File: config.mk
export PLATFORM = sky130hd
export DESIGN_NAME = alu_seq
export DESIGN_NICKNAME = d
export VERILOG_FILES = /design/src/rtl/alu_pkg.sv /design/src/rtl/alu_mul_serial.sv /design/src/rtl/alu_seq.sv
export SDC_FILE = /design/constraint.sdc
export NUM_CORES = 1
export LEC_CHECK = 0
export ABC_AREA = 0
export CAP_MARGIN = 15
export CELL_PAD_IN_SITES_DETAIL_PLACEMENT = 2
export CELL_PAD_IN_SITES_GLOBAL_PLACEMENT = 2
export CORE_MARGIN = 5
export CORE_UTILIZATION = 40
export CTS_CLUSTER_SIZE = 28
export DETAILED_ROUTE_END_ITERATION = 6
export DONT_BUFFER_PORTS = 1
export PLACE_DENSITY_LB_ADDON = 0.08
export SYNTH_ARGS = -nofsm -noshare
export SYNTH_HDL_FRONTEND = slang
export SYNTH_SLANG_ARGS = --single-unit
File: constraint.sdc
create_clock -name clk -period 8 [get_ports clk]
set_input_delay 1.2 -clock clk [delete_from_list [all_inputs] [get_ports clk]]
set_output_delay 1.2 -clock clk [all_outputs]
set_load 0.005 [all_outputs]
File: src/rtl/alu_pkg.sv
// Shared types and flag helpers for the registered ALU (alu_seq) and its serial multiplier.
package alu_pkg;

   typedef enum logic [3:0] {
      OP_ZERO  = 4'd0,
      OP_RSUB  = 4'd1,
      OP_SUB   = 4'd2,
      OP_ADD   = 4'd3,
      OP_XOR   = 4'd4,
      OP_OR    = 4'd5,
      OP_AND   = 4'd6,
      OP_ONES  = 4'd7,
      OP_INC   = 4'd8,
      OP_NOT   = 4'd9,
      OP_XNOR  = 4'd10,
      OP_SHL   = 4'd11,
      OP_SHR   = 4'd12,
      OP_MUL   = 4'd13,
      OP_RSV14 = 4'd14,
      OP_RSV15 = 4'd15
   } alu_op_t;

   typedef enum logic [1:0] {
      IDLE    = 2'd0,
      MUL_RUN = 2'd1,
      HOLD    = 2'd2
   } state_t;

   // Signed overflow from sign bits only, so these work at any WIDTH.
   function automatic logic add_ovf(input logic a_msb, input logic b_msb, input logic s_msb);
      return (a_msb == b_msb) && (s_msb != a_msb);
   endfunction

   function automatic logic sub_ovf(input logic m_msb, input logic s_msb, input logic d_msb);
      return (m_msb != s_msb) && (d_msb != m_msb);
   endfunction

endpackage

File: src/rtl/alu_mul_serial.sv
// WIDTH-step shift-add unsigned multiplier: start loads operands, done pulses once the
// full 2*WIDTH product is valid (WIDTH cycles after start).
module alu_mul_serial #(
   parameter int WIDTH = 8
) (
   input  logic                 clk,
   input  logic                 rst,
   input  logic                 start,
   input  logic [WIDTH-1:0]     a,
   input  logic [WIDTH-1:0]     b,
   output logic                 done,
   output logic [2*WIDTH-1:0]   product
);

   localparam int CW = $clog2(WIDTH + 1);

   logic [2*WIDTH-1:0] mcand;
   logic [WIDTH-1:0]   mplier;
   logic [CW-1:0]      count;
   logic               busy;

   always_ff @(posedge clk) begin
      if (rst) begin
         busy    <= 1'b0;
         done    <= 1'b0;
         product <= '0;
         mcand   <= '0;
         mplier  <= '0;
         count   <= '0;
      end else begin
         done <= 1'b0;
         if (start) begin
            busy    <= 1'b1;
            product <= '0;
            mcand   <= {{WIDTH{1'b0}}, a};
            mplier  <= b;
            count   <= '0;
         end else if (busy) begin
            if (mplier[0]) begin
               product <= product + mcand;
            end
            mcand  <= mcand << 1;
            mplier <= mplier >> 1;
            count  <= count + 1'b1;
            if (count == CW'(WIDTH - 1)) begin
               busy <= 1'b0;
               done <= 1'b1;
            end
         end
      end
   end

endmodule

File: src/rtl/alu_seq.sv
// Registered handshake ALU with C/Z/V/N flags; the serial multiplier (opcode 13) exists
// only when ALU_MUL_EN is defined, otherwise opcode 13 decodes as illegal.
module alu_seq
   import alu_pkg::*;
#(
   parameter int WIDTH = 8
) (
   input  logic             clk,
   input  logic             rst,
   input  logic             in_valid,
   output logic             in_ready,
   input  logic [WIDTH-1:0] a,
   input  logic [WIDTH-1:0] b,
   input  logic [3:0]       op,
   output logic             out_valid,
   input  logic             out_ready,
   output logic [WIDTH-1:0] out,
   output logic             c,
   output logic             z,
   output logic             v,
   output logic             n
);

   localparam int SW = $clog2(WIDTH);

   state_t           state;
   alu_op_t          opc;
   logic [WIDTH-1:0] res;
   logic             res_c;
   logic             res_v;
   logic [WIDTH:0]   ext;
   logic [SW-1:0]    shamt;
   logic             accept;
   logic             is_mul;

   assign opc      = alu_op_t'(op);
   assign shamt    = b[SW-1:0];
   assign in_ready = (state == IDLE) || ((state == HOLD) && out_ready);
   assign accept   = in_valid && in_ready;

   always_comb begin
      res   = '0;
      res_c = 1'b0;
      res_v = 1'b0;
      ext   = '0;
      case (opc)
         OP_ZERO: ;
         OP_RSUB: begin
            ext   = {1'b0, b} - {1'b0, a};
            res   = ext[WIDTH-1:0];
            res_c = ext[WIDTH];
            res_v = sub_ovf(b[WIDTH-1], a[WIDTH-1], res[WIDTH-1]);
         end
         OP_SUB: begin
            ext   = {1'b0, a} - {1'b0, b};
            res   = ext[WIDTH-1:0];
            res_c = ext[WIDTH];
            res_v = sub_ovf(a[WIDTH-1], b[WIDTH-1], res[WIDTH-1]);
         end
         OP_ADD: begin
            ext   = {1'b0, a} + {1'b0, b};
            res   = ext[WIDTH-1:0];
            res_c = ext[WIDTH];
            res_v = add_ovf(a[WIDTH-1], b[WIDTH-1], res[WIDTH-1]);
         end
         OP_XOR:  res = a ^ b;
         OP_OR:   res = a | b;
         OP_AND:  res = a & b;
         OP_ONES: res = '1;
         OP_INC: begin
            ext   = {1'b0, a} + (WIDTH+1)'(1);
            res   = ext[WIDTH-1:0];
            res_c = ext[WIDTH];
            res_v = add_ovf(a[WIDTH-1], 1'b0, res[WIDTH-1]);
         end
         OP_NOT:  res = ~a;
         OP_XNOR: res = ~(a ^ b);
         // The extra bit beyond the operand catches the last bit shifted out.
         OP_SHL: begin
            ext   = {1'b0, a} << shamt;
            res   = ext[WIDTH-1:0];
            res_c = ext[WIDTH];
         end
         OP_SHR: begin
            ext   = {a, 1'b0} >> shamt;
            res   = ext[WIDTH:1];
            res_c = ext[0];
         end
         default: res_v = 1'b1;
      endcase
   end

`ifdef ALU_MUL_EN
   logic               mul_done;
   logic [2*WIDTH-1:0] product;

   assign is_mul = (opc == OP_MUL);

   alu_mul_serial #(.WIDTH(WIDTH)) u_mul (
      .clk     (clk),
      .rst     (rst),
      .start   (accept && is_mul),
      .a       (a),
      .b       (b),
      .done    (mul_done),
      .product (product)
   );
`else
   assign is_mul = 1'b0;
`endif

   always_ff @(posedge clk) begin
      if (rst) begin
         state     <= IDLE;
         out_valid <= 1'b0;
         out       <= '0;
         c         <= 1'b0;
         z         <= 1'b1;
         v         <= 1'b0;
         n         <= 1'b0;
      end else begin
         case (state)
            IDLE, HOLD: begin
               if ((state == HOLD) && out_ready) begin
                  out_valid <= 1'b0;
                  state     <= IDLE;
               end
               if (accept) begin
                  if (is_mul) begin
                     state     <= MUL_RUN;
                     out_valid <= 1'b0;
                  end else begin
                     state     <= HOLD;
                     out_valid <= 1'b1;
                     out       <= res;
                     c         <= res_c;
                     v         <= res_v;
                     z         <= (res == '0);
                     n         <= res[WIDTH-1];
                  end
               end
            end
`ifdef ALU_MUL_EN
            MUL_RUN: begin
               if (mul_done) begin
                  state     <= HOLD;
                  out_valid <= 1'b1;
                  out       <= product[WIDTH-1:0];
                  c         <= |product[2*WIDTH-1:WIDTH];
                  v         <= |product[2*WIDTH-1:WIDTH];
                  z         <= (product[WIDTH-1:0] == '0);
                  n         <= product[WIDTH-1];
               end
            end
`endif
            default: state <= IDLE;
         endcase
      end
   end

endmodule

==> key figures <==
Global routing
  – GRT Resource Usage Total: 0.251
  – Vias in the first global route: 3398
  – Initial antenna violation count: 0
  – Pin count of the biggest net entering global routing: 37
  – First-pass GRT wire length: 19.8 mm
  – Grt ovf: 0

Detailed routing
  – Vias per inst: 6.75
  – Residual DRC count: 0
  – Pre-Repair DR Iteration Count: 5
  – Routed wire per std cell: 25.8 um
  – DRT iter0 DRCs: 146
  – Vias post-DR: 3285
  – Final WL: 12.6 mm
  – Remaining antenna violation count after routing: 0

Pwr
  – PwrDens: 93.8 mW/mm^2
  – LEAKAGE: 0.00126 uW
  – Worst VDD drop: 0.0365 mV

Clock network
  – CTS root buf: clkbuf_8
  – Clock latency on the worst-skew pair: 0.24 ns
  – Setup bufs post-CTS: 0
  – Hold_buf cts: 0
  – Clock-pin slew on the worst setup and hold paths: 0.06 ns
  – Post-CTS sizing: 0
  – TritonCTS clock tree: done
  – CTS Buf Count: 3
  – Clk sinks: 12
  – CTS H-tree lvls: 1
  – Bufs on Longest Clock Path: 2

Final layout
  – Ant diodes: 0
  – Final instance area: 0.00320 sq mm
  – # nets final: 448
  – Area Growth Syn to Fin: 0.353%
  – Area of the multi-input gates: 0.00266 sq mm
  – Most frequent cells in the layout: ha_1, nor2_1, a21oi_1
  – Commonest non-fill, non-tap cell in the layout: ha_1
  – Ratio of cells with drive above 1 in the final layout: 0.0649
  – Final std cells w/o fill: 487
  – Reg area: 240 sq um
  – Fin util: 0.412
  – Filler instances: 942

Status
  – Status: completed

Die
  – Initial Utilization: 0.411
  – Die W: 99.3 um
  – IO Count: 38
  – Row cnt: 32
  – Die ar.: 0.00987 sq mm
  – Core region area: 0.00777 sq mm
  – Die Span Y: 99.3 um

Worst setup path
  – Setup CP Type: in -> reg
  – Crit-path max FO: 16
  – Critical path cell sequence: clkinv_1, ha_1, nor3_1, nor3_1, or4_1, a31oi_1, a2111oi_2, nand4_1, o31ai_2
  – Worst path max stage delay: 0.63 ns
  – CP max stage cell: ha_1
  – Crit path buffers/inverters: 1
  – Crit start category: input pin
  – Kind of end point of the critical path: register
  – Worst EP arrival: 3.92 ns
  – CP most frequent cell: nor3_1
  – Crit-path leading delay family: simple AND/OR/NAND/NOR gates
  – Required @ worst endpoint: 8.16 ns

Synthesis
  – Yosys warnings: 0
  – Syn Area/Cell: 7.65 sq um
  – Yosys reg bits: 12
  – Yosys top cell by area: ha_1
  – Register area share after synthesis: 0.0753
  – Netlist cell types: 80
  – Largest cells by area after synthesis: ha_1, dfxtp_1, mux4_1
  – Main synth FF type: dfxtp_1
  – Synthesized instance count: 417
  – Synth top area share: 0.137
  – Post-synth EDFFs: 0
  – Post-synth ARST share: 0
  – Syn nets: 479
  – Synthesized area: 0.00319 sq mm

Timing
  – Final Hold Fails: 0
  – Headroom to the max-slew limit: 0.388
  – Tcrit/Tclk final: 0.469
  – Slew Limit Fails: 0
  – Setup Skew: 0.00663 ns
  – Setup_tns: 0 ns
  – Fin crit period: 3.75 ns
  – Measured slew at the worst slew-check pin: 0.911 ns
  – Unrepaired setup endpoints after global routing: false
  – Final setup violation count: 0
  – Peak Freq: 0.266 GHz

Place
  – Inst Count DP: 483
  – Placer Congestion: 0.933
  – Post-DP HPWL: 9.91 mm
  – IO buf count: 0
  – Area after DPL: 0.00315 sq mm

Min path
  – Tightest Hold Check Type: reg -> reg

Job
  – Maxcap violations: 0
worst register-to-register path: stages, from the launching register on:
cell,delay (ns)
dfxtp_1,0.33
nand2b_1,0.16
nand2_1,0.26
nor3_1,0.27
nand4_1,0.16
nor3_1,0.22
nand4_1,0.18
o31ai_2,0.25
where the power goes:
part	switching [uW]	leakage, uW	internal [uW]	total [uW]
clock network	23.0	0.0000288	43.5	66.5
registers	4.39	0.0000994	64.9	69.3
logic	97.9	0.00113	66.8	165
stage by stage:
stage | setup slack [ns] | total power [uW] | hold WS (ns)
after floorplan | 4.45 | 205 | 0.462
after global placement | 4.22 | 229 | 0.508
after detailed placement | 4.12 | 232 | 0.518
after CTS | 4.29 | 299 | 0.530
after global routing | 4.05 | 318 | 0.545
final | 4.25 | 301 | 0.523
registers in the layout, indices dropped and copies added (netlist names):
signal	cells
out_valid	1
z	1
c	1
out	8
v	1
layout make-up:
class,count,share of cell area
Clock buffer,4,0.0172
Inverter,29,0.0340
Multi-Input combinational cell,339,0.832
Sequential cell,12,0.0750
Tap cell,102,0.0398
Timing Repair Buffer,1,0.00234
routing by layer:
metal / GRT usage / wire length, um / part of all wire / vias up
met5: 0 / 0 / 0 / -
met4: 0.0263 / 89 / 0.0071 / 0
met3: 0.0231 / 581 / 0.046 / 6
met2: 0.427 / 6030 / 0.48 / 87
met1: 0.356 / 5880 / 0.47 / 1684
li1: - / - / - / 1508
path summary, 6_finish.rpt:
path         startpoint  end  slack, ns  cells after the start
max reg2reg   out_valid    z       6.10                      7
min reg2reg           z    z       0.52                      2
max                b[2]    z       4.25                      9
min                   z    z       0.52                      2
cells by family after synthesis:
group           after synthesis  share of synthesized area
simple gates                134                      0.234
buf+inv                      66                     0.0902
compound gates              134                      0.305
flops                        12                     0.0753
xor+xnor                     10                     0.0274
fa+ha+maj                    38                      0.156
mux                          23                      0.113
cell usage after synthesis, drive strengths merged, types with 4 or more instances:
cell and number:
a211oi 10, a21oi 33, a221oi 4, a22oi 6, a31oi 7, buf 20
clkbuf 17, dfxtp 12, ha 35, inv 28, mux2i 13, mux4 8
nand2 18, nand2b 12, nand3 8, nand3b 6, nand4 5, nor2 33
nor2b 7, nor3 15, nor4 4, o211ai 5, o21ai 16, o221ai 4
o22ai 5, o31ai 4, o32ai 4, or3b 4, xnor2 10
Power figures use the tool's default switching activity.
